**src/rtl/hard_png_writer.sv**
```systemverilog
// Streaming PNG encoder: signature, IHDR, one stored-deflate IDAT per raster row, IEND.
// A single registered output slot carries every byte; CRC-32 and Adler-32 track the emitted bytes.
module hard_png_writer #(
   parameter int ALPHA = 1
) (
   input  logic        clk,
   input  logic        rstn,
   input  logic        start,
   input  logic [13:0] width,
   input  logic [31:0] height,
   output logic        busy,
   input  logic        ivalid,
   output logic        iready,
   input  logic [7:0]  ipixelr,
   input  logic [7:0]  ipixelg,
   input  logic [7:0]  ipixelb,
   input  logic [7:0]  ipixela,
   output logic        ovalid,
   input  logic        oready,
   output logic [7:0]  obyte,
   output logic        olast
);
   // state  | meaning
   // IDLE   | waiting for an accepted start
   // SIG    | 8-byte PNG signature
   // IHDR   | IHDR chunk including its CRC
   // ROWHDR | IDAT length/type, zlib header (first row), stored-block header
   // FILT   | filter-type byte 00
   // PIX    | pixel components R,G,B(,A)
   // ADLER  | zlib Adler-32 trailer (last row only)
   // DCRC   | IDAT CRC
   // IEND   | fixed IEND chunk, then wait for the final byte to leave
   typedef enum logic [3:0] {
      S_IDLE, S_SIG, S_IHDR, S_ROWHDR, S_FILT, S_PIX, S_ADLER, S_DCRC, S_IEND
   } state_t;

   localparam int         NC         = (ALPHA != 0) ? 4 : 3;
   localparam logic [1:0] LAST_COMP  = 2'(NC - 1);
   localparam logic [7:0] COLOR_TYPE = (ALPHA != 0) ? 8'h06 : 8'h02;
   localparam logic [63:0] SIG_BYTES  = 64'h89504E470D0A1A0A;
   localparam logic [95:0] IEND_BYTES = 96'h0000000049454E44AE426082;

   state_t      state_q, state_d;
   logic [15:0] idx_q, idx_d;
   logic [13:0] col_q, col_d, width_q, width_d;
   logic [31:0] row_q, row_d, height_q, height_d;
   logic [1:0]  comp_q, comp_d;
   logic [23:0] pix_q, pix_d;
   logic [31:0] crc_q, crc_d;
   logic [15:0] s1_q, s1_d, s2_q, s2_d;
   logic        busy_q, busy_d, ovalid_q, ovalid_d, olast_q, olast_d;
   logic [7:0]  obyte_q, obyte_d;

   logic        adv, fire, last_v, upd_crc, crc_init, upd_adl, first_row, last_row;
   logic [7:0]  byte_v;
   logic [15:0] r_len;
   logic [31:0] idat_len, crc_fin;
   logic [167:0] ihdr_vec;

   function automatic logic [7:0] be_byte(input logic [31:0] v, input logic [1:0] k);
      return v[{~k, 3'b000} +: 8];
   endfunction

   function automatic logic [31:0] crc_byte(input logic [31:0] c, input logic [7:0] b);
      logic [31:0] x;
      x = c ^ {24'h0, b};
      for (int i = 0; i < 8; i++) x = x[0] ? ((x >> 1) ^ 32'hEDB88320) : (x >> 1);
      return x;
   endfunction

   function automatic logic [31:0] adler_byte(input logic [15:0] s1, input logic [15:0] s2,
                                              input logic [7:0] b);
      logic [16:0] a1, a2;
      a1 = {1'b0, s1} + {9'h0, b};
      if (a1 >= 17'd65521) a1 = a1 - 17'd65521;
      a2 = {1'b0, s2} + a1;
      if (a2 >= 17'd65521) a2 = a2 - 17'd65521;
      return {a2[15:0], a1[15:0]};
   endfunction

   assign adv       = !ovalid_q || oready;
   assign first_row = (row_q == 32'd0);
   assign last_row  = (row_q == height_q - 32'd1);
   assign r_len     = 16'd1 + 16'(NC) * {2'b00, width_q};
   assign idat_len  = {16'h0, r_len} + 32'd5 + (first_row ? 32'd2 : 32'd0) + (last_row ? 32'd4 : 32'd0);
   assign crc_fin   = ~crc_q;
   assign ihdr_vec  = {32'h0000000D, 32'h49484452, 18'h0, width_q, height_q,
                       8'h08, COLOR_TYPE, 24'h0};
   assign iready    = (state_q == S_PIX) && (comp_q == 2'd0) && adv;

   always_comb begin
      state_d = state_q;  idx_d = idx_q;  col_d = col_q;  row_d = row_q;  comp_d = comp_q;
      width_d = width_q;  height_d = height_q;  pix_d = pix_q;
      crc_d = crc_q;  s1_d = s1_q;  s2_d = s2_q;
      ovalid_d = ovalid_q;  obyte_d = obyte_q;  olast_d = olast_q;
      fire = 1'b0;  byte_v = 8'h00;  last_v = 1'b0;
      upd_crc = 1'b0;  crc_init = 1'b0;  upd_adl = 1'b0;
      case (state_q)
         S_IDLE: begin
            if (start && width != 14'd0 && height != 32'd0) begin
               state_d = S_SIG;  idx_d = 16'd0;  row_d = 32'd0;
               width_d = width;  height_d = height;
               crc_d = 32'hFFFFFFFF;  s1_d = 16'd1;  s2_d = 16'd0;
            end
         end
         S_SIG: begin
            fire   = 1'b1;
            byte_v = SIG_BYTES[{3'd7 - idx_q[2:0], 3'b000} +: 8];
            if (adv) begin
               idx_d = idx_q + 16'd1;
               if (idx_q[2:0] == 3'd7) begin state_d = S_IHDR; idx_d = 16'd0; end
            end
         end
         S_IHDR: begin
            fire = 1'b1;
            if (idx_q < 16'd21) byte_v = ihdr_vec[{5'd20 - idx_q[4:0], 3'b000} +: 8];
            else                byte_v = be_byte(crc_fin, idx_q[1:0] - 2'd1);
            upd_crc  = (idx_q >= 16'd4) && (idx_q <= 16'd20);
            crc_init = (idx_q == 16'd4);
            if (adv) begin
               idx_d = idx_q + 16'd1;
               if (idx_q == 16'd24) begin state_d = S_ROWHDR; idx_d = 16'd0; end
            end
         end
         S_ROWHDR: begin
            fire = 1'b1;
            case (idx_q[3:0])
               4'd0, 4'd1, 4'd2, 4'd3: byte_v = be_byte(idat_len, idx_q[1:0]);
               4'd4, 4'd5, 4'd6, 4'd7: byte_v = be_byte(32'h49444154, idx_q[1:0]);
               4'd8:    byte_v = 8'h78;
               4'd9:    byte_v = 8'h01;
               4'd10:   byte_v = {7'h0, last_row};
               4'd11:   byte_v = r_len[7:0];
               4'd12:   byte_v = r_len[15:8];
               4'd13:   byte_v = ~r_len[7:0];
               default: byte_v = ~r_len[15:8];
            endcase
            upd_crc  = (idx_q >= 16'd4);
            crc_init = (idx_q == 16'd4);
            if (adv) begin
               idx_d = idx_q + 16'd1;
               // The zlib header exists only in the first IDAT
               if (idx_q == 16'd7 && !first_row) idx_d = 16'd10;
               if (idx_q == 16'd14) begin state_d = S_FILT; idx_d = 16'd0; end
            end
         end
         S_FILT: begin
            fire = 1'b1;  upd_crc = 1'b1;  upd_adl = 1'b1;
            if (adv) begin state_d = S_PIX; col_d = 14'd0; comp_d = 2'd0; end
         end
         S_PIX: begin
            fire    = (comp_q != 2'd0) || ivalid;
            upd_crc = 1'b1;  upd_adl = 1'b1;
            case (comp_q)
               2'd0:    byte_v = ipixelr;
               2'd1:    byte_v = pix_q[23:16];
               2'd2:    byte_v = pix_q[15:8];
               default: byte_v = pix_q[7:0];
            endcase
            if (adv && fire) begin
               if (comp_q == 2'd0) pix_d = {ipixelg, ipixelb, ipixela};
               if (comp_q == LAST_COMP) begin
                  comp_d = 2'd0;
                  if (col_q == width_q - 14'd1) begin
                     col_d = 14'd0;  idx_d = 16'd0;
                     state_d = last_row ? S_ADLER : S_DCRC;
                  end else begin
                     col_d = col_q + 14'd1;
                  end
               end else begin
                  comp_d = comp_q + 2'd1;
               end
            end
         end
         S_ADLER: begin
            fire    = 1'b1;  upd_crc = 1'b1;
            byte_v  = be_byte({s2_q, s1_q}, idx_q[1:0]);
            if (adv) begin
               idx_d = idx_q + 16'd1;
               if (idx_q == 16'd3) begin state_d = S_DCRC; idx_d = 16'd0; end
            end
         end
         S_DCRC: begin
            fire   = 1'b1;
            byte_v = be_byte(crc_fin, idx_q[1:0]);
            if (adv) begin
               idx_d = idx_q + 16'd1;
               if (idx_q == 16'd3) begin
                  idx_d = 16'd0;
                  if (last_row) state_d = S_IEND;
                  else begin state_d = S_ROWHDR; row_d = row_q + 32'd1; end
               end
            end
         end
         S_IEND: begin
            fire   = (idx_q < 16'd12);
            last_v = (idx_q == 16'd11);
            if (fire) byte_v = IEND_BYTES[{4'd11 - idx_q[3:0], 3'b000} +: 8];
            if (adv && fire) idx_d = idx_q + 16'd1;
            if (ovalid_q && oready && olast_q) state_d = S_IDLE;
         end
         default: state_d = S_IDLE;
      endcase
      if (adv) begin
         ovalid_d = fire;
         olast_d  = fire && last_v;
         if (fire) obyte_d = byte_v;
         if (fire && upd_crc) crc_d = crc_byte(crc_init ? 32'hFFFFFFFF : crc_q, byte_v);
         if (fire && upd_adl) {s2_d, s1_d} = adler_byte(s1_q, s2_q, byte_v);
      end
      busy_d = (state_d != S_IDLE);
   end

   always_ff @(posedge clk or negedge rstn) begin
      if (!rstn) begin
         state_q <= S_IDLE;  idx_q <= '0;  col_q <= '0;  row_q <= '0;  comp_q <= '0;
         width_q <= '0;  height_q <= '0;  pix_q <= '0;
         crc_q <= '0;  s1_q <= '0;  s2_q <= '0;
         busy_q <= 1'b0;  ovalid_q <= 1'b0;  obyte_q <= '0;  olast_q <= 1'b0;
      end else begin
         state_q <= state_d;  idx_q <= idx_d;  col_q <= col_d;  row_q <= row_d;  comp_q <= comp_d;
         width_q <= width_d;  height_q <= height_d;  pix_q <= pix_d;
         crc_q <= crc_d;  s1_q <= s1_d;  s2_q <= s2_d;
         busy_q <= busy_d;  ovalid_q <= ovalid_d;  obyte_q <= obyte_d;  olast_q <= olast_d;
      end
   end

   assign busy   = busy_q;
   assign ovalid = ovalid_q;
   assign obyte  = obyte_q;
   assign olast  = olast_q;
endmodule
```
**config.mk**
```make
export PLATFORM = sky130hd
export DESIGN_NAME = hard_png_writer
export DESIGN_NICKNAME = d
export VERILOG_FILES = /design/src/rtl/hard_png_writer.sv
export SDC_FILE = /design/constraint.sdc
export NUM_CORES = 1
export LEC_CHECK = 0
export ABC_AREA = 1
export CAP_MARGIN = 30
export CORE_MARGIN = 2
export CORE_UTILIZATION = 25
export DETAILED_ROUTE_END_ITERATION = 12
export GPL_TIMING_DRIVEN = 1
export SETUP_SLACK_MARGIN = 0.05
export SYNTH_ARGS = -nofsm -noshare
export SYNTH_HDL_FRONTEND = slang
export SYNTH_SLANG_ARGS = --single-unit
```
**constraint.sdc**
```tcl
create_clock -name clk -period 10.2 [get_ports clk]
set_clock_uncertainty 0.2 [all_clocks]
set_input_delay 3.06 -clock clk [delete_from_list [all_inputs] [get_ports clk]]
set_output_delay 3.06 -clock clk [all_outputs]
set_load 0.01 [all_outputs]
```
# Word-level counts from Yosys, hierarchy flattened

Index checks and enable logic that the tools add are counted.

Input port bits: 83
Register bits: 213
Word-level logic and storage cells: 234

Eq/ne operators: 46
Order comparisons: 6
Bitwise logic cells: 14
Shift operators: 8
Reduce and logical (&&, ||, !) cells: 42
Multiplexer cells: 85
$add $sub $neg: 18

Operators with widths:

| kind                                                                        | count |
|---|---|
| 32-bit two-way mux                                                          | 17 |
| 16-bit two-way mux                                                          | 23 |
| 168-bit by 9-bit indexed part select with 8-bit output                      | 1 |
| 32-bit by 6-bit indexed part select with 8-bit output                       | 4 |
| 13-bit NOT with 14-bit output                                               | 8 |
| 16-bit case mux with 7 select lines                                         | 1 |
| 96-bit by 8-bit indexed part select with 8-bit output, first input constant | 1 |
| 4-bit two-way mux                                                           | 17 |
| 32-bit case mux with 2 select lines                                         | 1 |
| 8-bit case mux with 8 select lines                                          | 1 |
| 64-bit by 7-bit indexed part select with 8-bit output, first input constant | 1 |
| 14-bit two-way mux                                                          | 4 |
| 8-bit case mux with 7 select lines                                          | 1 |
| 17-bit two-way mux                                                          | 3 |
| 4-bit case mux with 9 select lines                                          | 1 |
| 17-bit by 16-bit >= comparator with 1-bit output, second input constant     | 2 |
| 32-bit by 1-bit adder with 32-bit output, second input constant             | 1 |
| 16-bit by 3-bit equality test with 1-bit output, second input constant      | 2 |
| 16-bit by 4-bit equality test with 1-bit output, second input constant      | 2 |
| 32-bit equality test                                                        | 1 |
| 4-bit by 3-bit equality test with 1-bit output, second input constant       | 8 |
| 32-bit logical NOT                                                          | 1 |
| 32-bit NOT                                                                  | 1 |
| 32-bit nonzero test                                                         | 1 |
| 62 further kinds                                                            | 116 |

# Longest topological paths before layout

Depth after elaboration: 26
Depth in mapped cells: 69

# Worst setup path before layout

OpenSTA, ideal clock, no wires.

Path type: register -> register
Start: register height_q[0]
End: register s2_q[9]
Stages on the path, launching flop included: 60
Data required time: 9882 ps
Setup slack: 1506 ps
Period minus slack after synthesis: 8694 ps
Data arrival time: 8376 ps
Cells stage by stage: dfrtp_1 inv_1 ha_1 nand2_2 nor2_4 nand4_1 nand2_1 nand2_1 or4_1 nor3_1 nand4_1 nor2_1 nand2_1 ha_1 inv_1 ha_1 inv_1 fa_1 (+24 left out) ha_1 inv_1 fa_1 o21ai_1 a21oi_1 o21ai_0 xor2_1 inv_1 nand3b_1 nor2_1 nand4_1 nor2_1 nor2_1 nand3_1 buf_2 nand3_1 nand3_1 nand2_1

Cells in the longest elaborated chain, start to end: 17
Elaborated cells between the ends (all ways): 21

RTL lines:

| what                                                                                         | line | text |
|---|---|---|
| start: declaration                                                                           | 46   | `logic [31:0] row_q, row_d, height_q, height_d;` |
| start signal: assignment                                                                     | 222  | `width_q <= width_d; height_q <= height_d; pix_q <= pix_d;` |
| 32-bit by 1-bit subtractor with 32-bit output                                                | 83   | `assign last_row = (row_q == height_q - 32'd1);` |
| 32-bit equality test                                                                         | 83   |  |
| 3-bit two-way mux                                                                            | 85   | `assign idat_len = {16'h0, r_len} + 32'd5 + (first_row ? 32'd2 : 32'd0) + (last_row ? 32'd4 : 32'd0);` |
| 18-bit by 3-bit adder with 19-bit output                                                     | 85   |  |
| 32-bit by 6-bit indexed part select with 8-bit output                                        | 61   | `return v[{~k, 3'b000} +: 8];` |
| 8-bit case mux with 8 select lines                                                           | 127  | `case (idx_q[3:0])` |
| 8-bit case mux with 7 select lines *                                                         | 98   | `case (state_q)` |
| net byte_v[0]                                                                                | 55   | `logic [7:0] byte_v;` |
| (+3 left out)                                                                                | n/a  |  |
| 17-bit two-way mux *                                                                         | 209  | `if (fire && upd_adl) {s2_d, s1_d} = adler_byte(s1_q, s2_q, byte_v);` |
| 17-bit two-way mux *                                                                         | 204  | `if (adv) begin` |
| 16-bit by 17-bit adder with 17-bit output *                                                  | 76   | `a2 = {1'b0, s2} + a1;` |
| 16-bit subtractor / 17-bit by 16-bit >= comparator with 1-bit output (equally long branches) | 77   | `if (a2 >= 17'd65521) a2 = a2 - 17'd65521;` |
| 16-bit two-way mux *                                                                         | 77   |  |
| 16-bit two-way mux *                                                                         | 209  |  |
| 16-bit two-way mux *                                                                         | 204  |  |
| net s2_d[9]                                                                                  | 50   | `logic [15:0] s1_q, s1_d, s2_q, s2_d;` |
| end signal: assignment                                                                       | 218  | `crc_q <= '0; s1_q <= '0; s2_q <= '0;` |
| end signal: assignment                                                                       | 223  | `crc_q <= crc_d; s1_q <= s1_d; s2_q <= s2_d;` |
| end: declaration                                                                             | 50   |  |

Mark *: on every way through the listed nets, which the timed path passes. The rest lies on a longest branch. The select of a mux whose other input is x is not followed.
A chain may end at the register's enable or synchronous reset.

# Final worst setup path

Start: register height_q[0]
End: register s2_q[0]

Same word-level chain as after synthesis.

==> flow_metrics.tcl <==
set metrics [dict create \
    syn_nets 3038 \
    clock_sinks 213 \
    hp-class "reg2reg" \
    fp.coreArea_sq_um 74700 \
    grt_pass1_wl_microns 108000 \
    wl_microns 69500 \
    crit_top_cell "nand2_1" \
    slew_viol_final 0 \
    slowest_stage "or4_1" \
    arrival_ns 9.79 \
    outcome "complete, no violations" \
    io-pin-count 95 \
    met1_length_microns 32000 \
    syn_area_per_cell_sq_um 6.54 \
    drv_cap 0 \
    synth_top_area_share_pct 28.1 \
    r2r-start "height_q[0]" \
    drt_iter0_drc 1805 \
    io_buffers 94 \
    synth_area_leader_cell "dfrtp_1" \
    fin_cells 3956 \
    nFillCells 8251 \
    clk_latency_ns 0.57 \
    synth_area_leaders "dfrtp_1 (28%), nand2_1 (15%), inv_1 (6.7%)" \
    num_rows 100 \
    initial_core_util_pct 25.4 \
    yosysWarnings 0 \
    synth.ff_latch_count 213 \
    grt_pass1_vias 18579 \
    antennaDiodeCount 0 \
    fp.dieH_microns 279 \
    final_antenna_net_count 0 \
    max-slew-margin-rel_pct 35.0 \
    syn_inst 2896 \
    nNetsFinal 3109 \
    dr.pass1.iters 6 \
    synth_edf_count 0 \
    crit_cells 59 \
    cts_root_buffer "clkbuf_16" \
    path_delay_family "simple AND/OR/NAND/NOR gates" \
    worst_slew_pin_slew_ns 0.974 \
    powerDensity_nw_per_um2 333 \
    worst_setup_path_end_kind "flop" \
    num_vias 19763 \
    clockBufferDepth 3 \
    wire_per_inst_microns 17.6 \
    fin_tns_setup_ns 0 \
    drc 0 \
    total_power_mw 7.32 \
    synth-seq-area-share_pct 28.1 \
    critical_path.max_stage_delay_ns 0.49 \
    ir_worst_vdd_mv 0.469 \
    layout-drive-gt1-share_pct 8.27 \
    cts-buffers-inserted 27 \
    critical_path_class "reg2reg" \
    via_per_inst 5.00 \
    wl_met3_microns 5020 \
    synth.cell_area_sq_um 18900 \
    dp_hpwl_microns 53000 \
    post-route-util_pct 29.4 \
    area_delta_synth_final_pct 16.1 \
    fin_crit_sh_pct 93.5 \
    synth_ff_type "dfrtp_1" \
    route.met2.wl_microns 30100 \
    startpoint "height_q[0]" \
    dp.cells 3894 \
    grt_overflow 0 \
    ff2ff_path_depth 59 \
    die-area_sq_um 78000 \
    place.gp.congestion 0.982 \
    top_layer "met4" \
    die_w_microns 279 \
    finalSetupViolCount 0 \
    leakage_nw 10.4 \
    htree_levels 1 \
    rsz0062_at_grt "no" \
    cp_num_buf_inv 6 \
    period_needed_ns 9.54 \
    grt_usage_pct 17.3 \
    grt_max_degree 84 \
    whs_ns 0.283 \
    tritoncts "yes" \
    antenna_found_initial 1 \
    crit_fanout 11 \
    holdPathStages 2 \
    synth.distinct_cells 64 \
    cp_data_required_time_ns 10.46 \
    fmax_mhz 105 \
    startpoint_type "flop" \
    hold_viol 0 \
    synth-async-reset-ratio_pct 100 \
    clkTransAtPathRegs_ns 0.06 \
    hp-start "obyte[1]" \
]
## state kept, by name, summed over array words and instances (netlist names)
signal	cells
comp_q	2
height_q	32
col_q	14
ovalid	1
olast	1
width_q	14
state_q	4
obyte	8
busy	1
idx_q	16
pix_q	24
crc_q	32
row_q	32
s2_q	16
s1_q	16
## worst reg2reg max path, delay by kind of cell, from the launching register on
| family | cells | cell delay, ns |
|---|---|---|
| XOR/XNOR | 3 | 0.75 |
| adder cells (fa/ha/maj) | 7 | 1.97 |
| buffers and inverters | 6 | 0.59 |
| AND/OR/NAND/NOR | 37 | 4.84 |
| flip-flops | 1 | 0.40 |
| AO/OA/AOI/OAI | 6 | 0.69 |
## cell type report
class	instances	area [sq um]	share of cell area, %
multi-input combinational	2230	12000	54.5
sequential	213	5330	24.2
inverter	367	1380	6.26
timing repair buffer	128	1240	5.66
tap	969	1210	5.51
clock buffer	35	736	3.35
clock inverter	14	96.3	0.438
## cells in the mapped netlist, types with 10 or more instances
master    count
nand2_1     769
inv_1       340
nor2_1      292
nand3_1     240
dfrtp_1     213
o21ai_0     146
a21oi_1     139
xor2_1      117
nor3_1       63
nand4_1      57
ha_1         56
mux2_2       40
o22ai_1      39
clkbuf_1     36
buf_2        32
nor4_1       32
nand2_2      26
o211ai_1     26
o21ai_1      26
xnor2_1      20
inv_2        18
a31oi_1      14
nor2_2       13
nand3b_1     12
buf_1        11
nor2_4       10
## kinds of logic (layout without fill, tap and decap cells)
family	after synthesis	after routing	share of synthesized area, %
AND/OR/NAND/NOR	1553	1554	36.3
buffers and inverters	454	544	9.48
AO/OA/AOI/OAI	436	436	13.0
flip-flops	213	213	28.1
XOR/XNOR	141	141	6.68
adder cells (fa/ha/maj)	59	59	4.02
multiplexers	40	40	2.38
## where the power goes
part / internal, mW / switching, mW / total (mW)
registers: 1.08 / 0.230 / 1.31
logic: 1.84 / 3.23 / 5.07
clock network: 0.511 / 0.422 / 0.933
total: 3.43 / 3.89 / 7.32
## routing by layer
metal | vias up | track usage, %
li1 | 9644 | -
met1 | 9309 | 24.7
met2 | 695 | 26.7
met3 | 115 | 2.62
met4 | 0 | 5.58
met5 | - | 0
## path summary, 6_finish.rpt
check	slack, ns	end
setup / recovery	0.66	s2_q[0]
hold / removal	0.28	obyte[1]
setup reg to reg	0.66	s2_q[0]
hold reg to reg	0.28	obyte[1]
max in group asynchronous	6.21	height_q[9]
min in group asynchronous	2.31	crc_q[13]
## per-stage QoR
stage | setup WS [ns] | cell area [sq um]
6_report | 0.665 | 22000
2_1_floorplan | 1.51 | 18900
5_1_grt | 0.0162 | 22000
4_1_cts | 0.162 | 21700
3_3_place_gp | 0.356 | 20900
3_5_place_dp | 0.203 | 20900
## what timing repair did
action                                  in CTS  in global routing
hold buffers                                 0                  0
buffers inserted                             0                  9
resized for setup                            0                 35
endpoints found under the setup margin       0                 16
## cells in the final DEF (no fill, tap or decap), drive strengths merged, types with 7 or more instances in the layout
cell type and n:
a21oi 140, a31oi 14, buf 35, clkbuf 35
clkdlybuf4s50 93, clkinv 19, dfrtp 213, ha 56
inv 359, mux2 40, nand2 801, nand3 249
nand3b 12, nand4 58, nor2 316, nor3 67
nor4 33, o211ai 27, o21ai 173, o22ai 39
or2 7, xnor2 20, xor2 121
No activity file was read; power rests on OpenSTA's default activity.
